--- config.mk ---
export PLATFORM = sky130hd
export DESIGN_NAME = gmii_rx_deframer
export DESIGN_NICKNAME = d
export VERILOG_FILES = /design/src/rtl/gmii_rx_deframer.sv
export SDC_FILE = /design/constraint.sdc
export NUM_CORES = 1
export LEC_CHECK = 0
export BUFFER_PORTS_ARGS = -buffer_cell sky130_fd_sc_hd__buf_2
export CAP_MARGIN = 20
export CORE_UTILIZATION = 42
export CTS_CLUSTER_DIAMETER = 30
export DETAILED_ROUTE_END_ITERATION = 8
export GPL_TIMING_DRIVEN = 0
export SLEW_MARGIN = 0
export SYNTH_ARGS = -nofsm -noshare
export SYNTH_HDL_FRONTEND = slang
export SYNTH_SLANG_ARGS = --single-unit
--- constraint.sdc ---
create_clock -name clock -period 6 [get_ports clock]
set_input_delay 0.3 -clock clock [delete_from_list [all_inputs] [get_ports clock]]
set_output_delay 0.3 -clock clock [all_outputs]
set_load 0.02 [all_outputs]
--- src/rtl/gmii_rx_deframer.sv ---
// GMII receive deframer: strips preamble/SFD, checks FCS, length and rx_er, forwards payload bytes.
// Optional destination-MAC filter is compiled in when RX_MAC_FILTER_EN is defined.
module gmii_rx_deframer #(
  parameter int          MIN_FRAME = 64,
  parameter int          MAX_FRAME = 1518,
  parameter int          CNT_W     = 16,
  parameter logic [47:0] LOCAL_MAC = 48'h000A35000001
) (
  input  logic             clock,
  input  logic             reset_n,
  input  logic [7:0]       gmii_rxd,
  input  logic             gmii_rx_dv,
  input  logic             gmii_rx_er,
  output logic [7:0]       m_data,
  output logic             m_valid,
  output logic             m_last,
  output logic             m_error,
  output logic             frame_ok,
  output logic             frame_bad,
  output logic [CNT_W-1:0] ok_count,
  output logic [CNT_W-1:0] bad_count
);

  localparam int               LEN_W    = $clog2(MAX_FRAME + 2);
  localparam logic [LEN_W-1:0] LEN_SAT  = LEN_W'(MAX_FRAME + 1);
  localparam logic [LEN_W-1:0] LEN_MIN  = LEN_W'(MIN_FRAME);
  localparam logic [LEN_W-1:0] LEN_MAX  = LEN_W'(MAX_FRAME);
  localparam logic [LEN_W-1:0] LEN_DLY  = LEN_W'(5);
  localparam logic [31:0]      CRC_INIT = 32'hFFFFFFFF;
  localparam logic [31:0]      CRC_RES  = 32'hDEBB20E3;

  localparam logic [1:0] S_IDLE = 2'd0;
  localparam logic [1:0] S_PRE  = 2'd1;
  localparam logic [1:0] S_DATA = 2'd2;
  localparam logic [1:0] S_DROP = 2'd3;

  logic [1:0]       st_q, st_d;
  logic [31:0]      crc_q, crc_d;
  logic [LEN_W-1:0] len_q, len_d;
  logic [4:0][7:0]  dl_q, dl_d;
  logic             er_q, er_d;
  logic [7:0]       mdat_q, mdat_d;
  logic             mval_q, mval_d, mlast_q, mlast_d, merr_q, merr_d;
  logic             fok_q, fok_d, fbad_q, fbad_d;
  logic [CNT_W-1:0] okc_q, okc_d, badc_q, badc_d;
  logic             fwd_live, fwd_end, frame_err;

  function automatic logic [31:0] crc_byte(input logic [31:0] c, input logic [7:0] d);
    logic [31:0] r;
    r = c;
    for (int i = 0; i < 8; i++)
      r = (r >> 1) ^ ((r[0] ^ d[i]) ? 32'hEDB88320 : 32'h0);
    return r;
  endfunction

`ifdef RX_MAC_FILTER_EN
  // Running match flags for unicast-to-us and broadcast over the first 6 DATA bytes.
  logic        loc_q, bc_q, loc_nxt, bc_nxt, in_hdr;
  logic [47:0] mac_sh;

  always_comb begin
    in_hdr   = (len_q < LEN_W'(6));
    mac_sh   = LOCAL_MAC >> {3'd5 - len_q[2:0], 3'b000};
    loc_nxt  = loc_q & (!in_hdr | (gmii_rxd == mac_sh[7:0]));
    bc_nxt   = bc_q  & (!in_hdr | (gmii_rxd == 8'hFF));
    fwd_live = loc_nxt | bc_nxt;
    fwd_end  = loc_q | bc_q;
  end

  always_ff @(posedge clock or negedge reset_n) begin
    if (!reset_n) begin
      loc_q <= 1'b0;
      bc_q  <= 1'b0;
    end else if (st_q != S_DATA) begin
      loc_q <= 1'b1;
      bc_q  <= 1'b1;
    end else if (gmii_rx_dv) begin
      loc_q <= loc_nxt;
      bc_q  <= bc_nxt;
    end
  end
`else
  logic unused_mac;
  assign unused_mac = ^LOCAL_MAC;
  assign fwd_live   = 1'b1;
  assign fwd_end    = 1'b1;
`endif

  always_comb begin
    st_d    = st_q;
    crc_d   = crc_q;
    len_d   = len_q;
    dl_d    = dl_q;
    er_d    = er_q;
    mdat_d  = mdat_q;
    mval_d  = 1'b0;
    mlast_d = 1'b0;
    merr_d  = 1'b0;
    fok_d   = 1'b0;
    fbad_d  = 1'b0;
    okc_d   = okc_q;
    badc_d  = badc_q;
    frame_err = (crc_q != CRC_RES) | er_q | (len_q < LEN_MIN) | (len_q > LEN_MAX);

    case (st_q)
      S_IDLE:
        if (gmii_rx_dv) begin
          if (gmii_rxd == 8'h55)      st_d = S_PRE;
          else if (gmii_rxd == 8'hD5) st_d = S_DATA;
          else                        st_d = S_DROP;
        end
      S_PRE:
        if (!gmii_rx_dv)            st_d = S_IDLE;
        else if (gmii_rxd == 8'hD5) st_d = S_DATA;
        else if (gmii_rxd != 8'h55) st_d = S_DROP;
      S_DATA:
        if (gmii_rx_dv) begin
          crc_d = crc_byte(crc_q, gmii_rxd);
          dl_d  = {dl_q[3:0], gmii_rxd};
          er_d  = er_q | gmii_rx_er;
          if (len_q != LEN_SAT) len_d = len_q + 1'b1;
          // Once 5 bytes are buffered, each new byte releases the oldest one.
          if (len_q >= LEN_DLY && fwd_live) begin
            mval_d = 1'b1;
            mdat_d = dl_q[4];
          end
        end else begin
          st_d = S_IDLE;
          if (fwd_end) begin
            if (len_q >= LEN_DLY) begin
              mval_d  = 1'b1;
              mlast_d = 1'b1;
              mdat_d  = dl_q[4];
              merr_d  = frame_err;
            end
            fok_d  = !frame_err;
            fbad_d = frame_err;
            if (!frame_err && !(&okc_q)) okc_d  = okc_q + 1'b1;
            if (frame_err && !(&badc_q)) badc_d = badc_q + 1'b1;
          end
        end
      default:
        if (!gmii_rx_dv) st_d = S_IDLE;
    endcase

    if (st_d == S_DATA && st_q != S_DATA) begin
      crc_d = CRC_INIT;
      len_d = '0;
      er_d  = 1'b0;
    end
  end

  always_ff @(posedge clock or negedge reset_n) begin
    if (!reset_n) begin
      st_q    <= S_DROP;
      crc_q   <= CRC_INIT;
      len_q   <= '0;
      dl_q    <= '0;
      er_q    <= 1'b0;
      mdat_q  <= '0;
      mval_q  <= 1'b0;
      mlast_q <= 1'b0;
      merr_q  <= 1'b0;
      fok_q   <= 1'b0;
      fbad_q  <= 1'b0;
      okc_q   <= '0;
      badc_q  <= '0;
    end else begin
      st_q    <= st_d;
      crc_q   <= crc_d;
      len_q   <= len_d;
      dl_q    <= dl_d;
      er_q    <= er_d;
      mdat_q  <= mdat_d;
      mval_q  <= mval_d;
      mlast_q <= mlast_d;
      merr_q  <= merr_d;
      fok_q   <= fok_d;
      fbad_q  <= fbad_d;
      okc_q   <= okc_d;
      badc_q  <= badc_d;
    end
  end

  assign m_data    = mdat_q;
  assign m_valid   = mval_q;
  assign m_last    = mlast_q;
  assign m_error   = merr_q;
  assign frame_ok  = fok_q;
  assign frame_bad = fbad_q;
  assign ok_count  = okc_q;
  assign bad_count = badc_q;

endmodule

==> results.md <==
* Status: finished, final reports clean
* DP HPWL at 9.56 mm
* Top delay family on crit path: simple AND/OR/NAND/NOR gates
* Minimum clock period at 2.81 ns
* CP cell instances: nand4b_1 -> a2111o_1 -> nor4_1 -> nand3_1 -> or4b_1 -> xnor2_1
* First-pass GRT wire length at 22.2 mm
* Core Area at 14500 um^2
* Final net count at 698
* DP Area at 6790 um^2
* Finished Cell Area at 7410 um^2
* Routed wire length at 13.5 mm
* Cts repair resizes at 0
* CP Capture Type: register
* Vias per Instance at 5.18
* Number of diodes at 0
* Clock sinks at 131
* Die width at 124 um
* Top-area cell type share of the netlist area at 38.8%
* Number of global-route vias before repair at 4462
* Cell count after synthesis at 605
* Least-Margin Pin Slew at 0.911 ns
* CTS tree: built
* Ys async rst share at 100%
* Clock root buffer: clkbuf_16
* Switching power at 1.40 mW
* Type of origin of the critical path: register
* Drt first pass iters at 4
* Crit path DAT at 3.10 ns
* Final period utilization at 46.8%
* Clock Power Share at 26.8%
* Share of the yosys chip area belonging to registers at 53.1%
* Synthesized flop and latch total at 131
* Share of post-route cells with drive strength above 1 at 22.2%
* Starting Density at 43.0%
* Synth Cell Area at 6250 um^2
* Max VDD drop at 0.000290 V
* # fillers at 1344
* Warnings from Yosys at 0
* Port bufs at 56
* Most frequent cells in the layout: nand2_1 (168), dfrtp_1 (97), xnor2_1 (65)
* Area growth syn-to-layout at 18.6%
* RSZ-0062 raised after global routing: no
* WP data required at 6.30 ns
* Routed vias at 4553
* CP Class: reg2reg
* Critical Path Fanout Max at 3
* Gpl congestion at 0.847
* Inserted Clock Buffers at 17
* # rows at 44
* Number of max-cap violations at 0
* Final count of pins violating max slew at 0
* Synth top area cells: dfrtp_1 (39%), dfstp_2 (14%), nand2_1 (10%)
* Worst path max stage delay at 0.58 ns
* Remaining DRCs at 0
* Largest net degree at the start of global routing at 86
* Overall Global Routing Usage at 19.1%
* Post-DR wirelength/cell at 15.3 um
* Fmax at 356 MHz
* Initial antenna violation count at 0
* HP Class: in2reg
* # H-tree levels at 4
* Total gr overflow at 0
* EDFF count, synth at 0
* Clk slew on worst S/H paths at 0.06 ns
* Combinational power share at 38.2%
* Area leader, netlist: dfrtp_1
* CP bufs+invs at 0
* Switching share of power at 35.3%
* Leak at 3.52 nW
* DRT iter0 DRCs at 257
* Distinct cells, synth at 53
* Ports placed on the boundary at 57
* Final setup violation count at 0
* Fin. Hold Viols at 0
* Clock Skews at 0.0101 ns
* Relative slew slack at 38.8%
* Crit-path slowest cell: nor4_1
* Die H at 124 um
* Post-CTS setup buffers at 0
* Internal power at 2.57 mW
* Setup TNS at 0 ns
* CTS max path bufs at 2
* Worst-Skew Late Latency at 0.42 ns
* Syn_nets at 621
* Commonest non-fill, non-tap cell in the layout: nand2_1
* Post-synth top flop: dfrtp_1
* PwrDens at 535 nW/um^2
* Mean area per synthesized cell at 10.3 um^2
* Antenna viol nets, final at 0
* Final core utilization at 51.0%
* DIE AREA at 15400 um^2
* Flop pwr share at 35.0%
==> what timing repair did <==
action / in CTS / in global routing
hold endpoints to repair: 33 / 0
hold buffers: 1 / 0
endpoints found under the setup margin: 0 / 0
==> area by class of cell <==
| cell class | instances | area (um^2) | share of cell area (%) |
|---|---|---|---|
| Sequential cell | 131 | 3320 | 44.8 |
| Multi-Input combinational cell | 442 | 2800 | 37.8 |
| Clock buffer | 19 | 453 | 6.11 |
| Timing Repair Buffer | 58 | 324 | 4.37 |
| Tap cell | 184 | 230 | 3.11 |
| Clock inverter | 13 | 158 | 2.13 |
| Buffer | 23 | 95.1 | 1.28 |
| Inverter | 9 | 33.8 | 0.456 |
==> flip-flops by register name (all words and copies together) (netlist names) <==
register   cells
crc_q         32
m_valid        1
frame_ok       1
st_q           2
dl_q          40
frame_bad      1
bad_count     16
m_last         1
m_data         8
m_error        1
ok_count      16
len_q         11
er_q           1
==> power groups by stage <==
stage	clock, mW	combinational (mW)	sequential (mW)
finish	1.06	1.52	1.39
global placement	0	1.49	1.39
detailed placement	0	1.52	1.40
CTS	1.09	1.53	1.39
global route	1.13	1.67	1.42
floorplan	0	1.16	1.40
==> path summary, 6_finish.rpt <==
kind                                  from          end  slack (ns)  cells after the start
max in group asynchronous          reset_n     crc_q[1]        4.81                      3
worst min-delay path            gmii_rx_dv      st_q[0]        0.11                      3
min in group asynchronous          reset_n  ok_count[3]        0.39                      2
worst min register to register     dl_q[6]     dl_q[14]        0.46                      2
worst max register to register   crc_q[30]  ok_count[6]        3.19                      6
worst max-delay path             crc_q[30]  ok_count[6]        3.19                      6
==> through the flow <==
stage / setup WS, ns / hold slack [ns] / std cells / power, mW
after floorplan: 3.57 / 0.00441 / 605 / 2.56
after global placement: 2.90 / 0.450 / 845 / 2.88
after detailed placement: 3.19 / 0.271 / 846 / 2.92
after CTS: 3.16 / 0.0840 / 879 / 4.01
after global routing: 3.04 / 0.109 / 879 / 4.22
final: 3.19 / 0.113 / 879 / 3.97
==> cells by family (layout without fill, tap and decap cells) <==
kind of cell	after synthesis	count (layout)	synth area share, %
AND/OR/NAND/NOR	269	269	20.3
flip-flops	131	131	53.1
XOR/XNOR	109	109	16.2
AO/OA/AOI/OAI	50	50	5.71
buffers and inverters	32	122	2.06
multiplexers	10	10	1.80
adder cells (fa/ha/maj)	4	4	0.801
==> Yosys cell counts (3+ instances only) <==
master / count
xnor2_2: 6
clkbuf_1: 17
or3_1: 3
o21ai_0: 4
o211ai_1: 27
inv_1: 9
ha_1: 4
and4_2: 3
and3_1: 7
dfstp_2: 34
nand4_1: 16
nor3_1: 3
nor2_1: 25
buf_1: 4
nor4_1: 7
nand2_1: 168
and2_1: 3
dfrtp_1: 97
nand2b_1: 3
xor2_1: 37
nand3_1: 10
a21oi_1: 8
mux2_2: 9
xnor2_1: 65
==> worst reg2reg max path, stage by stage, from the launching register on <==
cell and delay, ns:
dfstp_2 0.55, nand4b_1 0.13, a2111o_1 0.43, nor4_1 0.58
nand3_1 0.26, or4b_1 0.59, xnor2_1 0.16
==> layer usage <==
metal / track usage [%] / up-vias / wire (um)
met5: 0 / - / 0
met4: 8.85 / 0 / 318
met3: 4.30 / 27 / 426
met2: 30.9 / 82 / 6560
met1: 24.4 / 2252 / 6160
li1: - / 2192 / -
Power figures use the tool's default switching activity.
